==> config.mk <==
export PLATFORM = sky130hd
export DESIGN_NAME = accumulator_ctrl
export DESIGN_NICKNAME = d
export VERILOG_FILES = /design/src/rtl/acc_pkg.sv /design/src/rtl/acc_reg.sv /design/src/rtl/accumulator_ctrl.sv
export SDC_FILE = /design/constraint.sdc
export NUM_CORES = 1
export LEC_CHECK = 0
export BUFFER_PORTS_ARGS = -buffer_cell sky130_fd_sc_hd__buf_2
export CAP_MARGIN = 5
export CORE_ASPECT_RATIO = 1.25
export CORE_MARGIN = 8
export CORE_UTILIZATION = 52
export CTS_CLUSTER_SIZE = 8
export DETAILED_ROUTE_END_ITERATION = 8
export PLACE_DENSITY = 0.88
export SLEW_MARGIN = 0
export SYNTH_ARGS = -nofsm -noshare
export SYNTH_HDL_FRONTEND = slang
export SYNTH_HIERARCHICAL = 1
export SYNTH_SLANG_ARGS = --single-unit
==> constraint.sdc <==
create_clock -name clk -period 3 [get_ports clk]
set_input_delay 0.6 -clock clk [delete_from_list [all_inputs] [get_ports clk]]
set_output_delay 0.6 -clock clk [all_outputs]
set_load 0.02 [all_outputs]
==> src/rtl/acc_pkg.sv <==
// acc_pkg: shared state encoding and default widths for the accumulator sequencer
package acc_pkg;
  localparam int WIDTH_DEF = 8;
  localparam int COUNT_W_DEF = 4;
  typedef enum logic [1:0] {
    ST_IDLE  = 2'd0,
    ST_ACCUM = 2'd1,
    ST_DONE  = 2'd2
  } state_t;
endpackage

==> src/rtl/acc_reg.sv <==
// acc_reg: accumulator register with async reset, sync clear and load enable
module acc_reg #(
  parameter int WIDTH = 8
) (
  input  logic             clk,
  input  logic             rst,
  input  logic             clr,
  input  logic             en,
  input  logic [WIDTH-1:0] d,
  output logic [WIDTH-1:0] q
);
  always_ff @(posedge clk or posedge rst)
    if (rst) q <= '0;
    else if (clr) q <= '0;
    else if (en) q <= d;
endmodule

==> src/rtl/accumulator_ctrl.sv <==
// accumulator_ctrl: sequences clear/accumulate/result handshake for the accumulator datapath
module accumulator_ctrl
  import acc_pkg::*;
#(
  parameter int WIDTH = WIDTH_DEF,
  parameter int COUNT_W = COUNT_W_DEF
) (
  input  logic               clk,
  input  logic               rst,
  input  logic               start,
  input  logic [COUNT_W-1:0] len,
  input  logic [WIDTH-1:0]   in_data,
  input  logic               in_valid,
  output logic               in_ready,
  output logic [WIDTH-1:0]   acc_out,
  output logic               res_valid,
  input  logic               res_ready,
  output logic               busy,
  output logic               overflow
);
  state_t state;
  logic [COUNT_W-1:0] count;
  logic [WIDTH:0] sum;
  logic xfer, clr;
  assign in_ready = state == ST_ACCUM;
  assign res_valid = state == ST_DONE;
  assign busy = state != ST_IDLE;
  assign xfer = in_ready && in_valid;
  assign clr = state == ST_IDLE && start;
  // Gate the operand so an undriven in_data never reaches the adder
  assign sum = {1'b0, acc_out} + {1'b0, xfer ? in_data : '0};
  acc_reg #(.WIDTH(WIDTH)) u_acc (
    .clk(clk),
    .rst(rst),
    .clr(clr),
    .en(xfer),
    .d(sum[WIDTH-1:0]),
    .q(acc_out)
  );
  always_ff @(posedge clk or posedge rst)
    if (rst) begin
      state <= ST_IDLE;
      count <= '0;
      overflow <= 1'b0;
    end else if (state == ST_IDLE) begin
      if (start) begin
        overflow <= 1'b0;
        count <= len;
        state <= len != '0 ? ST_ACCUM : ST_DONE;
      end
    end else if (state == ST_ACCUM) begin
      if (in_valid) begin
        overflow <= overflow | sum[WIDTH];
        count <= count - 1'b1;
        if (count == COUNT_W'(1)) state <= ST_DONE;
      end
    end else if (res_ready) state <= ST_IDLE;
endmodule

### Yosys cells after proc, flatten, opt, wreduce, memory -nomap -nowiden

Index checks and enable logic that the tools add are counted.

| cells by class | value |
|---|---|
| add/sub/neg operators | 2 |
| equality and inequality tests | 6 |
| muxes and demuxes | 18 |
| bitwise gates (word level) | 1 |
| reductions and logical operators | 11 |

Operators with widths:

| kind | count |
|---|---|
| $mux 8 | 3 |
| $mux 4 | 4 |
| $mux 2 | 7 |
| $add 8x8->9 | 1 |
| $reduce_bool 2->1 | 4 |
| $eq 4x1->1 const B | 1 |
| $mux 1 | 4 |
| $reduce_and 4->1 | 1 |
| $reduce_bool 4->1 | 1 |
| $sub 4x1->4 const B | 1 |
| $ne 3x1->1 const B | 1 |
| $ne 3x2->1 const B | 1 |
| $reduce_and 3->1 | 1 |
| $reduce_bool 3->1 | 1 |
| $eq 2x1->1 const B | 1 |
| $eq 2x2->1 const B | 1 |
| $logic_and 1x1->1 | 2 |
| $logic_not 2->1 | 1 |
| $ne 2x2->1 const B | 1 |
| $or 1x1->1 | 1 |

| word-level totals | value |
|---|---|
| flip-flop bits (word level) | 15 |
| input bits | 17 |
| output and inout bits | 12 |
| word-level logic and storage cells | 42 |

### Depth between registers and ports, before layout

| depth | value |
|---|---|
| word-level depth | 8 |
| depth in mapped cells | 10 |
| mapped depth without buffers | 10 |

### Modules after synthesis

Netlist, hierarchy kept.

By module, submodules not included:

| module | times used | cells each | area each (um2) | sequential area each (um2) |
|---|---|---|---|---|
| accumulator_ctrl | 1 | 96 | 814.5 | 175.2 |
| acc_reg | 1 | 27 | 329.1 | 200.2 |

### Worst setup path before layout

No wires, ideal clock.

| timing path | value |
|---|---|
| kind | input port to flip-flop |
| from | in in_valid |
| to | reg u_acc.q[7] |
| library setup time | 0.128 ns |
| arrival | 2.399 ns |
| required time | 2.872 ns |
| slack | 0.473 ns |
| stages on the path | 10 |
| buffers on the path | 0 |
| path through | nand2_2 -> nor2_1 -> and2_1 -> ha_1 -> o21ai_0 -> nor2_1 -> and3_2 -> or3_1 -> mux2i_1 -> nor2_1 |

| between the ends | value |
|---|---|
| longest elaborated chain between the ends | 5 |
| elaborated cells between the ends (all ways) | 6 |
| those cells by class | 1 x add/sub; 3 x mux; 2 x reduce/logical |

Ends and longest elaborated chain:

| what | RTL line | text |
|---|---|---|
| from (decl) | accumulator_ctrl.sv:13 | `input logic in_valid,` |
| $logic_and 1x1->1 | accumulator_ctrl.sv:28 | `assign xfer = in_ready && in_valid;` |
| named net xfer | accumulator_ctrl.sv:24 | `logic xfer, clr;` |
| $mux 8 | accumulator_ctrl.sv:31 | `assign sum = {1'b0, acc_out} + {1'b0, xfer ? in_data : '0};` |
| $add 8x8->9 | accumulator_ctrl.sv:31 |  |
| named net sum[7] | accumulator_ctrl.sv:23 | `logic [WIDTH:0] sum;` |
| $mux 8 | acc_reg.sv:15 | `else if (en) q <= d;` |
| $mux 8 | acc_reg.sv:14 | `else if (clr) q <= '0;` |
| to (signal assigned) | acc_reg.sv:13 | `if (rst) q <= '0;` |
| to (signal assigned) | acc_reg.sv:14 |  |
| to (signal assigned) | acc_reg.sv:15 |  |
| to (decl) | acc_reg.sv:10 | `output logic [WIDTH-1:0] q` |

The timed path passes the listed nets, and every way through them passes these cells. The select of a mux whose other input is x is not followed.
A chain may end at the register's enable or synchronous reset.

### Worst setup path after layout

| timing path | value |
|---|---|
| from | reg state[0] |
| to | reg u_acc.q[7] |

| between the ends | value |
|---|---|
| longest elaborated chain between the ends | 6 |
| elaborated cells between the ends (all ways) | 9 |
| those cells by class | 1 x add/sub; 1 x eq/ne; 3 x mux; 4 x reduce/logical |

Ends and longest elaborated chain:

| what | RTL line | text |
|---|---|---|
| from (decl) | accumulator_ctrl.sv:21 | `state_t state;` |
| from (signal assigned) | accumulator_ctrl.sv:49 | `state <= len != '0 ? ST_ACCUM : ST_DONE;` |
| $eq 2x1->1 | accumulator_ctrl.sv:25 | `assign in_ready = state == ST_ACCUM;` |
| $logic_and 1x1->1 | accumulator_ctrl.sv:28 |  |
| named net xfer | accumulator_ctrl.sv:24 |  |
| $mux 8 | accumulator_ctrl.sv:31 |  |
| $add 8x8->9 | accumulator_ctrl.sv:31 |  |
| named net sum[7] | accumulator_ctrl.sv:23 |  |
| $mux 8 | acc_reg.sv:15 |  |
| $mux 8 | acc_reg.sv:14 |  |

The timed path passes the listed nets, and every way through them passes these cells. The select of a mux whose other input is x is not followed.

==> results.md <==
* Crit path DAT at between 2 and 3 ns
* CTS tree: done
* Largest net degree at the start of global routing at 18
* Die Width at ~58 µm
* Static leakage at 0.702 nW
* Die ar. at around 4000 µm²
* CP required at 3.16 ns
* Crit path from: state[0]
* Final Wtd Congestion at roughly 0.94
* Antenna Nets Post-Route at 0
* Relative slew slack at 0.707
* Worst Slack Setup Final at between 0.4 and 0.5 ns
* H-tree level count at 1
* Final-report setup violation count at 0
* Vias in the first global route at around 1100
* # diodes at 0
* R2r setup slk at 0.43 ns
* Worst hold path type: input port to asynchronous set/reset pin
* Commonest non-fill, non-tap cell in the layout: buf_2
* Setup TNS at 0 ns
* Routed WL at 2.52 mm
* DRC violations left at 0
* FMAX at 389 MHz
* DRT Pass-1 Iters at 3
* First-pass GRT wire length at between 4 and 5 mm
* Via density at around 5.5
* GRT Util Overall at 0.144
* Hold Fails Final Rpt at 0
* Cts bufs inserted at 3
* Initial drt markers at 19
* Power, Total at approximately 0.0013 W
* Postcts setup bufs at 0
* Met1 Routed Length at between 1 and 1.5 mm
* Worst r2r path cells at 11
* Util after Layout at 0.627
* Setup WS pre-CTS at between 0.15 and 0.2 ns
* Crit. End Element: flip-flop
* Mapped Avg Cell Area at 9.30 µm²
* Ys Warns at 6
* Cell area after synthesis at 1140 µm²
* CP max FO at 17
* Syn_nets at between 150 and 200
* Routed WL per cell at around 14 µm
* Total congestion overflow at 0
* Number of max-cap violations at 0
* Final setup skew at around 0.0006 ns
* Port buffer count at 28
* Post-synth EDFFs at 0
* Worst setup path class: flip-flop to flip-flop
* CTS resizes at 0
* Io pins at 29
* Via count at ~970
* Die span in y at 68.4 µm
* Layout cells sized above 1 at 0.266
* R2R Path Start: state[0]
* Worst-Skew Late Latency at approximately 0.28 ns
* Sequential share of the synthesized area at 0.328
* Most frequent cells in the layout: buf_2, nor2_1, dfrtp_1
* Root cell of the clock tree: clkbuf_4
* Async set-reset flop share out of synthesis at 1.00
* Uppermost routed layer: met4
* HPWL Detailed at ~2.1 mm
* Core area at 2140 µm²
* Yosys cell types at 38
* Tmin final at 2.57 ns
* Cell row count at 19
* Post-Synthesis Cells at 123
* Met3 wire len at 118 µm
* Post-Layout Cell Count at 175
* Nets at approximately 180
* Initial Util at 0.535
* FF-to-FF End: u_acc/q[7]
* # clock sinks at 15
* Fin. max-slew vios at 0
* Placed Cells at approximately 170
* Worst setup SP type: flip-flop
* Clock transition at the registers of the reported paths at 0.08 ns
* DR WL met2 at roughly 1.3 mm
* Power per standard cell area at slightly below 1000 nW/µm²
* Result of the run: completed
* Synthesized flop and latch total at 15
* Final period util at 0.857
* Synth Flop Type: dfrtp_1
* Hold-fix buffers, CTS at 0
* VDD IR max at roughly 0.47 mV
* Initial antenna violation count at 0
* RSZ-0062 raised after global routing: false
* P&R area growth vs syn at 17.3%
* Least-Margin Pin Slew at 0.438 ns
* Max Root-Sink Buffers at 2
-- logic make-up (layout without fill, tap and decap cells) --
group                      Yosys count  count (layout)  share of synthesized area
DFF                                 15              15                      0.328
buffers and inverters               12              43                     0.0460
adders and majority gates           11              11                      0.127
muxes                               11              11                     0.0974
xor gates and xnor gates             5               5                     0.0383
AOI/OAI and AO/OA                   29              29                      0.171
and+or+nand+nor                     40              40                      0.193
-- power by group --
part / internal (W) / switching, W / leakage (nW)
sequential: 0.000297 / 0.0000881 / 0.172
combinational: 0.000355 / 0.000439 / 0.515
clock: 0.0000516 / 0.0000601 / 0.0150
-- critical path: stages, from the launching register on --
cell and delay [ns]:
dfrtp_1 0.45, nand2_2 0.12, nor2_1 0.20, buf_12 0.18, and2_1 0.13, ha_1 0.29
o21ai_0 0.27, nor2_1 0.06, and3_2 0.21, or3_1 0.37, mux2i_1 0.14, nor2_1 0.05
-- cells in the mapped netlist, types with 2 or more instances --
cell | count | share of area
nor2_1 | 16 | 0.053
nand3_1 | 2 | 0.0088
a21o_1 | 2 | 0.013
dfrtp_1 | 15 | 0.33
inv_1 | 10 | 0.033
ha_1 | 10 | 0.11
mux2i_1 | 10 | 0.088
xnor2_1 | 4 | 0.031
a21oi_1 | 12 | 0.053
and2_1 | 8 | 0.044
nand2_1 | 2 | 0.0066
nor3_1 | 2 | 0.0088
o21ai_0 | 5 | 0.022
-- area by class of cell --
cell class	instances	area, µm²
fillers	193	798
multi-input cells	96	716
flip-flops and latches	15	375
repair buffers	29	160
inverters	10	37.5
clock buffers	4	26.3
well taps	21	26.3
-- metal layers --
metal | track usage | vias up
li1 | - | 494
met1 | 0.151 | 441
met2 | 0.274 | 24
met3 | 0.0320 | 6
met4 | 0.0583 | 0
met5 | 0 | -
-- worst max path at each step --
| stage | end | slack [ns] | cells after the start |
|---|---|---|---|
| after floorplan | u_acc/q[7] | 0.47 | 10 |
| after global placement | overflow | 0.23 | 11 |
| after detailed placement | overflow | 0.19 | 11 |
| after CTS | u_acc/q[7] | 0.41 | 11 |
| after global routing | u_acc/q[7] | 0.25 | 11 |
| final | u_acc/q[7] | 0.43 | 11 |
-- per-stage QoR --
stage / hold slack, ns / instance area [µm²]
final: 0.250 / 1340
after CTS: 0.250 / 1340
after global placement: 0.495 / 1320
after global routing: 0.283 / 1340
after floorplan: 0.403 / 1140
after detailed placement: 0.499 / 1320
-- flip-flops by register name (all words and copies together) (netlist names) --
signal and count:
u_acc/q 8, count 4, overflow 1, state 2
Power figures use the tool's default switching activity.
